$ cat src/rtl/keypad_scanner.sv
// Column-sequenced 3x4 keypad scanner with whole-frame debounce and a one-cycle key strobe.
// Optional auto-repeat of the held key is built when KEYPAD_AUTOREPEAT_EN is defined.
module keypad_scanner #(
  parameter int SCAN_DIV            = 3300,
  parameter int DEBOUNCE_SCANS      = 4,
  parameter int REPEAT_DELAY_FRAMES = 500,
  parameter int REPEAT_RATE_FRAMES  = 100
) (
  input  logic       CLK_3P3_MHZ,
  input  logic       RESET,
  input  logic [3:0] KEYPAD_ROW,
  output logic [2:0] KEYPAD_COL,
  output logic [3:0] KEY_CODE,
  output logic       KEY_VALID,
  output logic       KEY_DOWN
);

  if (SCAN_DIV < 4 || DEBOUNCE_SCANS < 1 || DEBOUNCE_SCANS > 15 ||
      REPEAT_DELAY_FRAMES < 1 || REPEAT_RATE_FRAMES < 1) begin : g_param_check
    $error("keypad_scanner: illegal parameter value");
  end

  localparam int DIV_W = $clog2(SCAN_DIV);

  // IDLE only exists between reset release and the first COL0
  localparam logic [2:0] S_IDLE = 3'd0;
  localparam logic [2:0] S_COL0 = 3'd1;
  localparam logic [2:0] S_COL1 = 3'd2;
  localparam logic [2:0] S_COL2 = 3'd3;
  localparam logic [2:0] S_EVAL = 3'd4;

  // Frame result is {kind, key index}
  localparam logic [1:0] R_NONE   = 2'd0;
  localparam logic [1:0] R_SINGLE = 2'd1;
  localparam logic [1:0] R_MULTI  = 2'd2;
  localparam logic [5:0] RES_NONE = {R_NONE, 4'd0};

  logic [2:0]       state;
  logic [DIV_W-1:0] dwell;
  logic [3:0]       row_meta, row_sync;
  logic [11:0]      frame;
  logic [1:0]       col_idx;
  logic             dwell_done, is_eval;

  logic [3:0] ones, idx;
  logic [5:0] result, cand, accepted;
  logic [3:0] cnt, cnt_next;
  logic       accept, rpt_hit;

  always_ff @(posedge CLK_3P3_MHZ or posedge RESET) begin
    if (RESET) begin
      row_meta <= '1;
      row_sync <= '1;
    end else begin
      row_meta <= KEYPAD_ROW;
      row_sync <= row_meta;
    end
  end

  assign dwell_done = (dwell == DIV_W'(SCAN_DIV - 1));
  assign is_eval    = (state == S_EVAL);

  always_comb begin
    col_idx    = 2'd0;
    KEYPAD_COL = 3'b111;
    case (state)
      S_COL0: begin col_idx = 2'd0; KEYPAD_COL = 3'b110; end
      S_COL1: begin col_idx = 2'd1; KEYPAD_COL = 3'b101; end
      S_COL2: begin col_idx = 2'd2; KEYPAD_COL = 3'b011; end
      default: ;
    endcase
  end

  always_ff @(posedge CLK_3P3_MHZ or posedge RESET) begin
    if (RESET) begin
      state <= S_IDLE;
      dwell <= '0;
      frame <= '0;
    end else begin
      case (state)
        S_COL0, S_COL1, S_COL2: begin
          if (dwell_done) begin
            dwell <= '0;
            for (int r = 0; r < 4; r++) frame[r*3 + int'(col_idx)] <= ~row_sync[r];
            state <= (state == S_COL2) ? S_EVAL : state + 3'd1;
          end else begin
            dwell <= dwell + 1'b1;
          end
        end
        default: begin
          dwell <= '0;
          state <= S_COL0;
        end
      endcase
    end
  end

  always_comb begin
    ones = '0;
    idx  = '0;
    for (int k = 0; k < 12; k++) begin
      if (frame[k]) begin
        ones = ones + 4'd1;
        idx  = 4'(k);
      end
    end
    if (ones == 4'd0)      result = RES_NONE;
    else if (ones == 4'd1) result = {R_SINGLE, idx};
    else                   result = {R_MULTI, 4'd0};
  end

  // A stable MULTI never becomes the accepted result, so it never strobes
  always_comb begin
    if (result == cand) cnt_next = (cnt == 4'(DEBOUNCE_SCANS)) ? cnt : cnt + 4'd1;
    else                cnt_next = 4'd1;
    accept = (cnt_next == 4'(DEBOUNCE_SCANS)) && (result != accepted) &&
             (result[5:4] != R_MULTI);
  end

  always_ff @(posedge CLK_3P3_MHZ or posedge RESET) begin
    if (RESET) begin
      cand      <= RES_NONE;
      accepted  <= RES_NONE;
      cnt       <= '0;
      KEY_CODE  <= '0;
      KEY_DOWN  <= 1'b0;
      KEY_VALID <= 1'b0;
    end else begin
      KEY_VALID <= is_eval && ((accept && result[5:4] == R_SINGLE) || rpt_hit);
      if (is_eval) begin
        cand <= result;
        cnt  <= cnt_next;
        if (accept) begin
          accepted <= result;
          if (result[5:4] == R_SINGLE) begin
            KEY_CODE <= result[3:0];
            KEY_DOWN <= 1'b1;
          end else begin
            KEY_DOWN <= 1'b0;
          end
        end
      end
    end
  end

`ifdef KEYPAD_AUTOREPEAT_EN
  localparam int RPT_MAX = (REPEAT_DELAY_FRAMES > REPEAT_RATE_FRAMES) ?
                           REPEAT_DELAY_FRAMES : REPEAT_RATE_FRAMES;
  localparam int RPT_W   = $clog2(RPT_MAX + 1);

  logic [RPT_W-1:0] rpt_cnt, rpt_limit;
  logic             rpt_phase, rpt_held;

  // Frames only count while the key is still seen, so a release stops repeats at once
  assign rpt_held  = (accepted[5:4] == R_SINGLE) && (result == accepted);
  assign rpt_limit = rpt_phase ? RPT_W'(REPEAT_RATE_FRAMES) : RPT_W'(REPEAT_DELAY_FRAMES);
  assign rpt_hit   = is_eval && !accept && rpt_held && (rpt_cnt == rpt_limit - 1'b1);

  always_ff @(posedge CLK_3P3_MHZ or posedge RESET) begin
    if (RESET) begin
      rpt_cnt   <= '0;
      rpt_phase <= 1'b0;
    end else if (is_eval) begin
      if (accept) begin
        rpt_cnt   <= '0;
        rpt_phase <= 1'b0;
      end else if (rpt_hit) begin
        rpt_cnt   <= '0;
        rpt_phase <= 1'b1;
      end else if (rpt_held) begin
        rpt_cnt <= rpt_cnt + 1'b1;
      end
    end
  end
`else
  assign rpt_hit = 1'b0;
`endif

endmodule

$ cat config.mk
export PLATFORM = sky130hd
export DESIGN_NAME = keypad_scanner
export DESIGN_NICKNAME = d
export VERILOG_FILES = /design/src/rtl/keypad_scanner.sv
export SDC_FILE = /design/constraint.sdc
export NUM_CORES = 1
export LEC_CHECK = 0
export CORE_UTILIZATION = 58
export CTS_CLUSTER_SIZE = 20
export DETAILED_ROUTE_END_ITERATION = 12
export DONT_BUFFER_PORTS = 1
export GPL_TIMING_DRIVEN = 0
export PLACE_DENSITY_LB_ADDON = 0.1
export SYNTH_ARGS = -nofsm -noshare
export SYNTH_HDL_FRONTEND = slang
export SYNTH_SLANG_ARGS = --single-unit
$ cat constraint.sdc
create_clock -name CLK_3P3_MHZ -period 7.4 [get_ports CLK_3P3_MHZ]
set_clock_uncertainty 0.15 [all_clocks]
set_input_delay 1.48 -clock CLK_3P3_MHZ [delete_from_list [all_inputs] [get_ports CLK_3P3_MHZ]]
set_output_delay 1.48 -clock CLK_3P3_MHZ [all_outputs]
set_load 0.05 [all_outputs]
Word level (Yosys, flattened, before mapping)
Index checks and enable logic that the tools add are counted.
{"block": "op_classes", "addsub": 17, "order_cmp": 8, "n_eq_ne": 13, "muxes": 47, "bitwise": 4, "reduce_logical": 13}
{"operator": "$mux W4", "count": 23}
{"operator": "$add A4 B1 Y4 const B", "count": 12}
{"operator": "$bwmux W12", "count": 4}
{"operator": "$mux W12", "count": 2}
{"operator": "$add A12 B1 Y12 const B", "count": 1}
{"operator": "$demux W1 S4", "count": 3}
{"operator": "$eq A12 B12 Y1 const B", "count": 1}
{"operator": "$mux W6", "count": 2}
{"operator": "$mux W3", "count": 3}
{"operator": "$pmux W3 S3", "count": 1}
{"operator": "$eq A4 B3 Y1 const B", "count": 2}
{"operator": "$logic_and A1 B1 Y1", "count": 8}
{"operator": "$mux W1", "count": 7}
{"operator": "$eq A3 B2 Y1 const B", "count": 2}
{"operator": "$eq A6 B6 Y1", "count": 1}
{"operator": "$ne A6 B6 Y1", "count": 1}
{"operator": "$add A4 B2 Y5 const A", "count": 1}
{"operator": "$ge A5 B1 Y1 const B", "count": 1}
{"operator": "$lt A2 B5 Y1 const B", "count": 1}
{"operator": "$lt A3 B5 Y1 const B", "count": 1}
{"operator": "$lt A4 B5 Y1 const B", "count": 1}
{"operator": "$lt A5 B5 Y1 const B", "count": 1}
{"operator": "$add A3 B2 Y4 const A", "count": 1}
{"operator": "$eq A4 B1 Y1 const B", "count": 1}
{"operator": "other kinds (16)", "count": 21}
{"block": "totals", "reg_bits": 57, "elab_cells": 113}

Logic depth before layout (Yosys ltp)
{"block": "logic_depth", "word_depth": 33, "mapped_depth": 37}

Least setup slack after synthesis
No wires, ideal clock.
{"block": "synth_path", "path_type": "reg2reg", "from": "register frame[0]", "to": "register KEY_CODE[0]", "setup_time_ns": 0.125, "t_arrival_ns": 7.639, "required_time_ns": 7.125, "path_slack_ns": -0.514, "stages_incl_launch_ff": 37, "period_less_slack_ns": 7.914, "cell_sequence": "dfrtp_1 > ha_1 > or2_2 > nand2_1 > inv_1 > ha_1 > nand2_1 > o21ai_0 > ha_1 > mux2_2 > ha_1 > a32o_1 > or2_2 > ha_1 > mux2_2 > ha_1 > nor2b_1 > nor2_1 > o31a_1 > ha_1 > nand2_1 > nand2_1 > ha_1 > a21oi_1 > nand2_1 > ha_1 > nand2_1 > xnor2_1 > xnor2_1 > xnor2_2 > mux2i_1 > o211a_2 > or4b_1 > a21oi_1 > o32ai_2 > a311oi_4 > mux2_4"}
{"block": "synth_between", "elab_chain_cells": 32}
{"element": "start, declared", "line_no": "41", "source": "logic [11:0] frame;"}
{"element": "start signal, assigned", "line_no": "78", "source": "frame <= '0;"}
{"element": "$mux W1 (*)", "line_no": "102", "source": "if (frame[k]) begin"}
{"element": "$add A4 B1 Y4", "line_no": "103", "source": "ones = ones + 4'd1;"}
{"element": "$mux W4 (*)", "line_no": "102"}
{"element": "$add A4 B1 Y4", "line_no": "103"}
{"element": "$mux W4 (*)", "line_no": "102"}
{"element": "$add A4 B1 Y4", "line_no": "103"}
{"element": "$mux W4 (*)", "line_no": "102"}
{"element": "$add A4 B1 Y4", "line_no": "103"}
{"element": "(+15 left out)"}
{"element": "$eq A4 B1 Y1", "line_no": "108", "source": "else if (ones == 4'd1) result = {R_SINGLE, idx};"}
{"element": "$mux W6", "line_no": "108"}
{"element": "$mux W6 (*)", "line_no": "107", "source": "if (ones == 4'd0) result = RES_NONE;"}
{"element": "$eq A6 B6 Y1", "line_no": "114", "source": "if (result == cand) cnt_next = (cnt == 4'(DEBOUNCE_SCANS)) ? cnt : cnt + 4'd1;"}
{"element": "$mux W4", "line_no": "114"}
{"element": "$eq A4 B3 Y1", "line_no": "116", "source": "accept = (cnt_next == 4'(DEBOUNCE_SCANS)) && (result != accepted) &&"}
{"element": "$logic_and A1 B1 Y1 (2 in a row)", "line_no": "116"}
{"element": "$reduce_and A3 Y1 (no line)"}
{"element": "end signal, assigned", "line_no": "136", "source": "KEY_CODE <= result[3:0];"}
{"element": "end, declared", "line_no": "13", "source": "output logic [3:0] KEY_CODE,"}
Mark *: on every way between the ends. The rest lies on a longest branch, timed or not.
A chain may end at the register's enable or synchronous reset.

Worst setup path after layout
{"block": "layout_path", "from": "register frame[0]", "to": "register accepted[0]"}
{"block": "layout_between", "elab_chain_cells": 32}
{"element": "$mux W1 (*)", "line_no": "102"}
{"element": "$add A4 B1 Y4", "line_no": "103"}
{"element": "$mux W4 (*)", "line_no": "102"}
{"element": "$add A4 B1 Y4", "line_no": "103"}
{"element": "$mux W4 (*)", "line_no": "102"}
{"element": "$add A4 B1 Y4", "line_no": "103"}
{"element": "$mux W4 (*)", "line_no": "102"}
{"element": "$add A4 B1 Y4", "line_no": "103"}
{"element": "(+15 left out)"}
{"element": "$eq A4 B1 Y1", "line_no": "108"}
{"element": "$mux W6", "line_no": "108"}
{"element": "$mux W6 (*)", "line_no": "107"}
{"element": "$eq A6 B6 Y1", "line_no": "114"}
{"element": "$mux W4", "line_no": "114"}
{"element": "$eq A4 B3 Y1", "line_no": "116"}
{"element": "$logic_and A1 B1 Y1 (2 in a row)", "line_no": "116"}
{"element": "$reduce_and A2 Y1 (no line)"}
{"element": "end signal, assigned", "line_no": "134", "source": "accepted <= result;"}
{"element": "end, declared", "line_no": "46", "source": "logic [5:0] result, cand, accepted;"}
Marks and branches as above.

==> impl_metrics.env <==
export IMPL_status="complete, but fails checks"
export IMPL_violations="negative setup slack"
export IMPL_numPortBuffers=0
export IMPL_syn_inst=458
export IMPL_start_util_pct=61.42
export IMPL_synth_edff_count=0
export IMPL_min_period_ns=7.884
export IMPL_regArea_um2=1411
export IMPL_path_max_fanout=5
export IMPL_ios=15
export IMPL_clockBufferDepth=2
export IMPL_worstHoldStart="row_meta[0]"
export IMPL_layout_commonest_cell="nand2_1"
export IMPL_worst_r2r_path_depth=38
export IMPL_synth_nets=490
export IMPL_powerDensity_nw_per_um2=93.58
export IMPL_nets=544
export IMPL_power_frac_clock_pct=34.4
export IMPL_dp_hpwl_um=6027
export IMPL_slowest_delay_ns=0.50
export IMPL_antenna_found_initial=0
export IMPL_ys_seq_elements=56
export IMPL_endpoint="accepted[0]"
export IMPL_grt_overflow=0
export IMPL_multi_input_area_um2=3063
export IMPL_synth_seq_area_share_pct=33.09
export IMPL_route_detailed_drc=0
export IMPL_insertion_delay_ns=0.31
export IMPL_cts_clk_slew_worst_paths_ns=0.11
export IMPL_cp_depth=38
export IMPL_worst_pin_slew_ns=1.091
export IMPL_die_h_um=87.76
export IMPL_numClockSinks=56
export IMPL_cts_root_buffer="clkbuf_8"
export IMPL_synth_fa_ha_area_share_pct=7.627
export IMPL_path_buf_inv=3
export IMPL_max_slew_margin_pct=26.71
export IMPL_post_route_period_util_pct=106.5
export IMPL_ir_drop_v=0.00007872
export IMPL_core_area_um2=6944
export IMPL_synthMuxAreaShare_pct=4.488
export IMPL_drt_wirelength_per_cell_um=15.70
export IMPL_finalHoldViolations=0
export IMPL_setup_viol=14
export IMPL_reg2reg_setup_slack_ns=-0.48
export IMPL_power_mw=0.4893
export IMPL_drt_total_wl_um=9559
export IMPL_drv_slew=0
export IMPL_avgSynthCellArea_um2=9.313
export IMPL_holdWs_ns=0.2115
export IMPL_rr_startpoint="frame[0]"
export IMPL_seqPwrFrac_pct=63.6
export IMPL_drtAntennaViolNets=0
export IMPL_crit_path_end_kind="register"
export IMPL_numCtsBuffers=5
export IMPL_synth_top_family_by_area="simple AND/OR/NAND/NOR gates"
export IMPL_nFillCells=448
export IMPL_yosysWarnings=0
export IMPL_switching_share_pct=22.36
export IMPL_crit_type="reg2reg"
export IMPL_cts_tree="built"
export IMPL_hold_class="reg2reg"
export IMPL_die_area_um2=7701
export IMPL_synth_compound_gate_area_share_pct=15.40
export IMPL_dieWidth_um=87.76
export IMPL_arrival_ns=7.94
export IMPL_ctsHoldBuffers=0
export IMPL_dr_pass1_iters=5
export IMPL_area_delta_synth_final_pct=22.59
export IMPL_grt_pass1_vias=3274
export IMPL_cp_common_cell="ha_4"
export IMPL_synth_xor_area_share_pct=14.40
export IMPL_rows=30
export IMPL_setup_slack_ns=-0.4844
export IMPL_cp_slowest_cell="or4b_4"
export IMPL_gr_usage_all_layers_pct=24.91
export IMPL_synthArstFlopShare_pct=100.0
export IMPL_grt_pass1_wl_um=15150
export IMPL_syn_area_um2=4265
export IMPL_p_leak_nw=2.300
export IMPL_worstSetupStartpointType="register"
export IMPL_fmax_mhz=126.8
export IMPL_synth_area_leaders="dfrtp_1, ha_1, dfstp_2, nand2_1, xnor2_1"
export IMPL_crit_family="adder cells"
export IMPL_cap_violations=0
export IMPL_worstReg2RegEnd="accepted[0]"
export IMPL_via_per_inst=5.829
export IMPL_drt_iter0_drc=195
export IMPL_drive_gt1_share_pct=30.80
export IMPL_synth_cell_type_count=76
export IMPL_worstPathRequired_ns=7.46
export IMPL_grt_max_degree=41
export IMPL_place_gp_congestion=0.7992
export IMPL_h_tree_depth=2
export IMPL_p_switching_mw=0.1094
export IMPL_yosysTopAreaCellShare_pct=28.16
export IMPL_mostFrequentLayoutCells="nand2_1, dfrtp_1, nor2_1"
export IMPL_synth_simple_area_share_pct=21.30
export IMPL_rsz0062_at_grt="true"
export IMPL_vias=3550
export IMPL_p_comb_share_pct=2.0
export IMPL_antenna_cells=0
export IMPL_startpoint="frame[0]"
export IMPL_internal_power_mw=0.3799
export IMPL_yosys_most_used_dff="dfrtp_1"
export IMPL_synth_largest_area_cell="dfrtp_1"
-- power by group through the flow --
| stage | Clock, mW | Sequential (mW) | Combinational, mW |
|---|---|---|---|
| after floorplan | 0 | 0.317 | 0.00660 |
| after global placement | 0 | 0.317 | 0.00854 |
| after detailed placement | 0 | 0.317 | 0.0100 |
| after CTS | 0.172 | 0.311 | 0.0100 |
| after global routing | 0.183 | 0.312 | 0.0114 |
| final | 0.168 | 0.311 | 0.00954 |
-- logic make-up after synthesis --
| family | after synthesis |
|---|---|
| DFF | 56 |
| AOI/OAI and AO/OA | 89 |
| and+or+nand+nor | 185 |
| muxes | 16 |
| xor gates and xnor gates | 48 |
| adders and majority gates | 26 |
| buffers and inverters | 38 |
-- flip-flops by register name, summed over array words and instances, names as in the netlist --
name / flops
row_meta: 4
KEY_DOWN: 1
cnt: 4
frame: 12
row_sync: 4
cand: 6
KEY_CODE: 4
accepted: 5
dwell: 12
state: 3
KEY_VALID: 1
-- metrics by stage --
stage,area [um^2],setup TNS (ns),utilization [%],cells,worst slack [ns]
2_1_floorplan,4352,-2.168,-,458,-0.3346
3_3_place_gp,4472,-7.965,64.40,554,-0.7974
3_5_place_dp,4492,-8.934,64.68,555,-0.8545
4_1_cts,4959,-2.192,71.41,593,-0.2823
5_1_grt,5229,-8.708,75.30,609,-0.7057
6_report,5229,-5.075,75.30,609,-0.4844
-- routing by layer --
layer  GRT usage (%)  part of all wire [%]
met1           33.87                    47
met2           41.86                    49
met3           3.110                   3.3
met4           7.004                   1.2
met5               0                     0
-- area by class of cell --
cell class | count | share of cell area (%)
timing repair buffer | 47 | 7.418
clock buffer | 6 | 1.388
clock inverter | 2 | 0.2632
tap | 96 | 2.297
multi-input combinational | 364 | 58.58
sequential | 56 | 26.99
inverter | 25 | 1.938
buffer | 13 | 1.125
-- timing repair --
action                                  in CTS  in global routing
endpoints found under the setup margin      15                 15
pin swaps                                   24                 13
setup buffers                               30                 19
endpoints found under the hold margin        0                  0
resized for setup                           28                 30
-- worst min path at each step --
stage	end	slack (ns)	cells after the start
floorplan	row_sync[0]	0.20	0
global placement	row_sync[3]	0.20	0
detailed placement	row_sync[0]	0.20	0
CTS	row_sync[0]	0.21	0
global route	row_sync[0]	0.22	0
finish	row_sync[0]	0.21	0
-- cell usage after synthesis (5+ instances only) --
master and count:
xnor3_1 5, nor4_1 7, o31ai_1 5, nand3_1 15, or3_1 5, buf_2 5, o21ai_0 23, clkbuf_1 6
a21oi_1 22, nor3_1 11, nor2_1 48, or2_2 5, dfstp_2 8, xor2_1 11, o211ai_1 5, xnor2_1 23
mux2_2 6, inv_1 23, dfrtp_1 48, nand2_1 55, nor2b_1 8, ha_1 26
No activity file was read; power rests on OpenSTA's default activity.
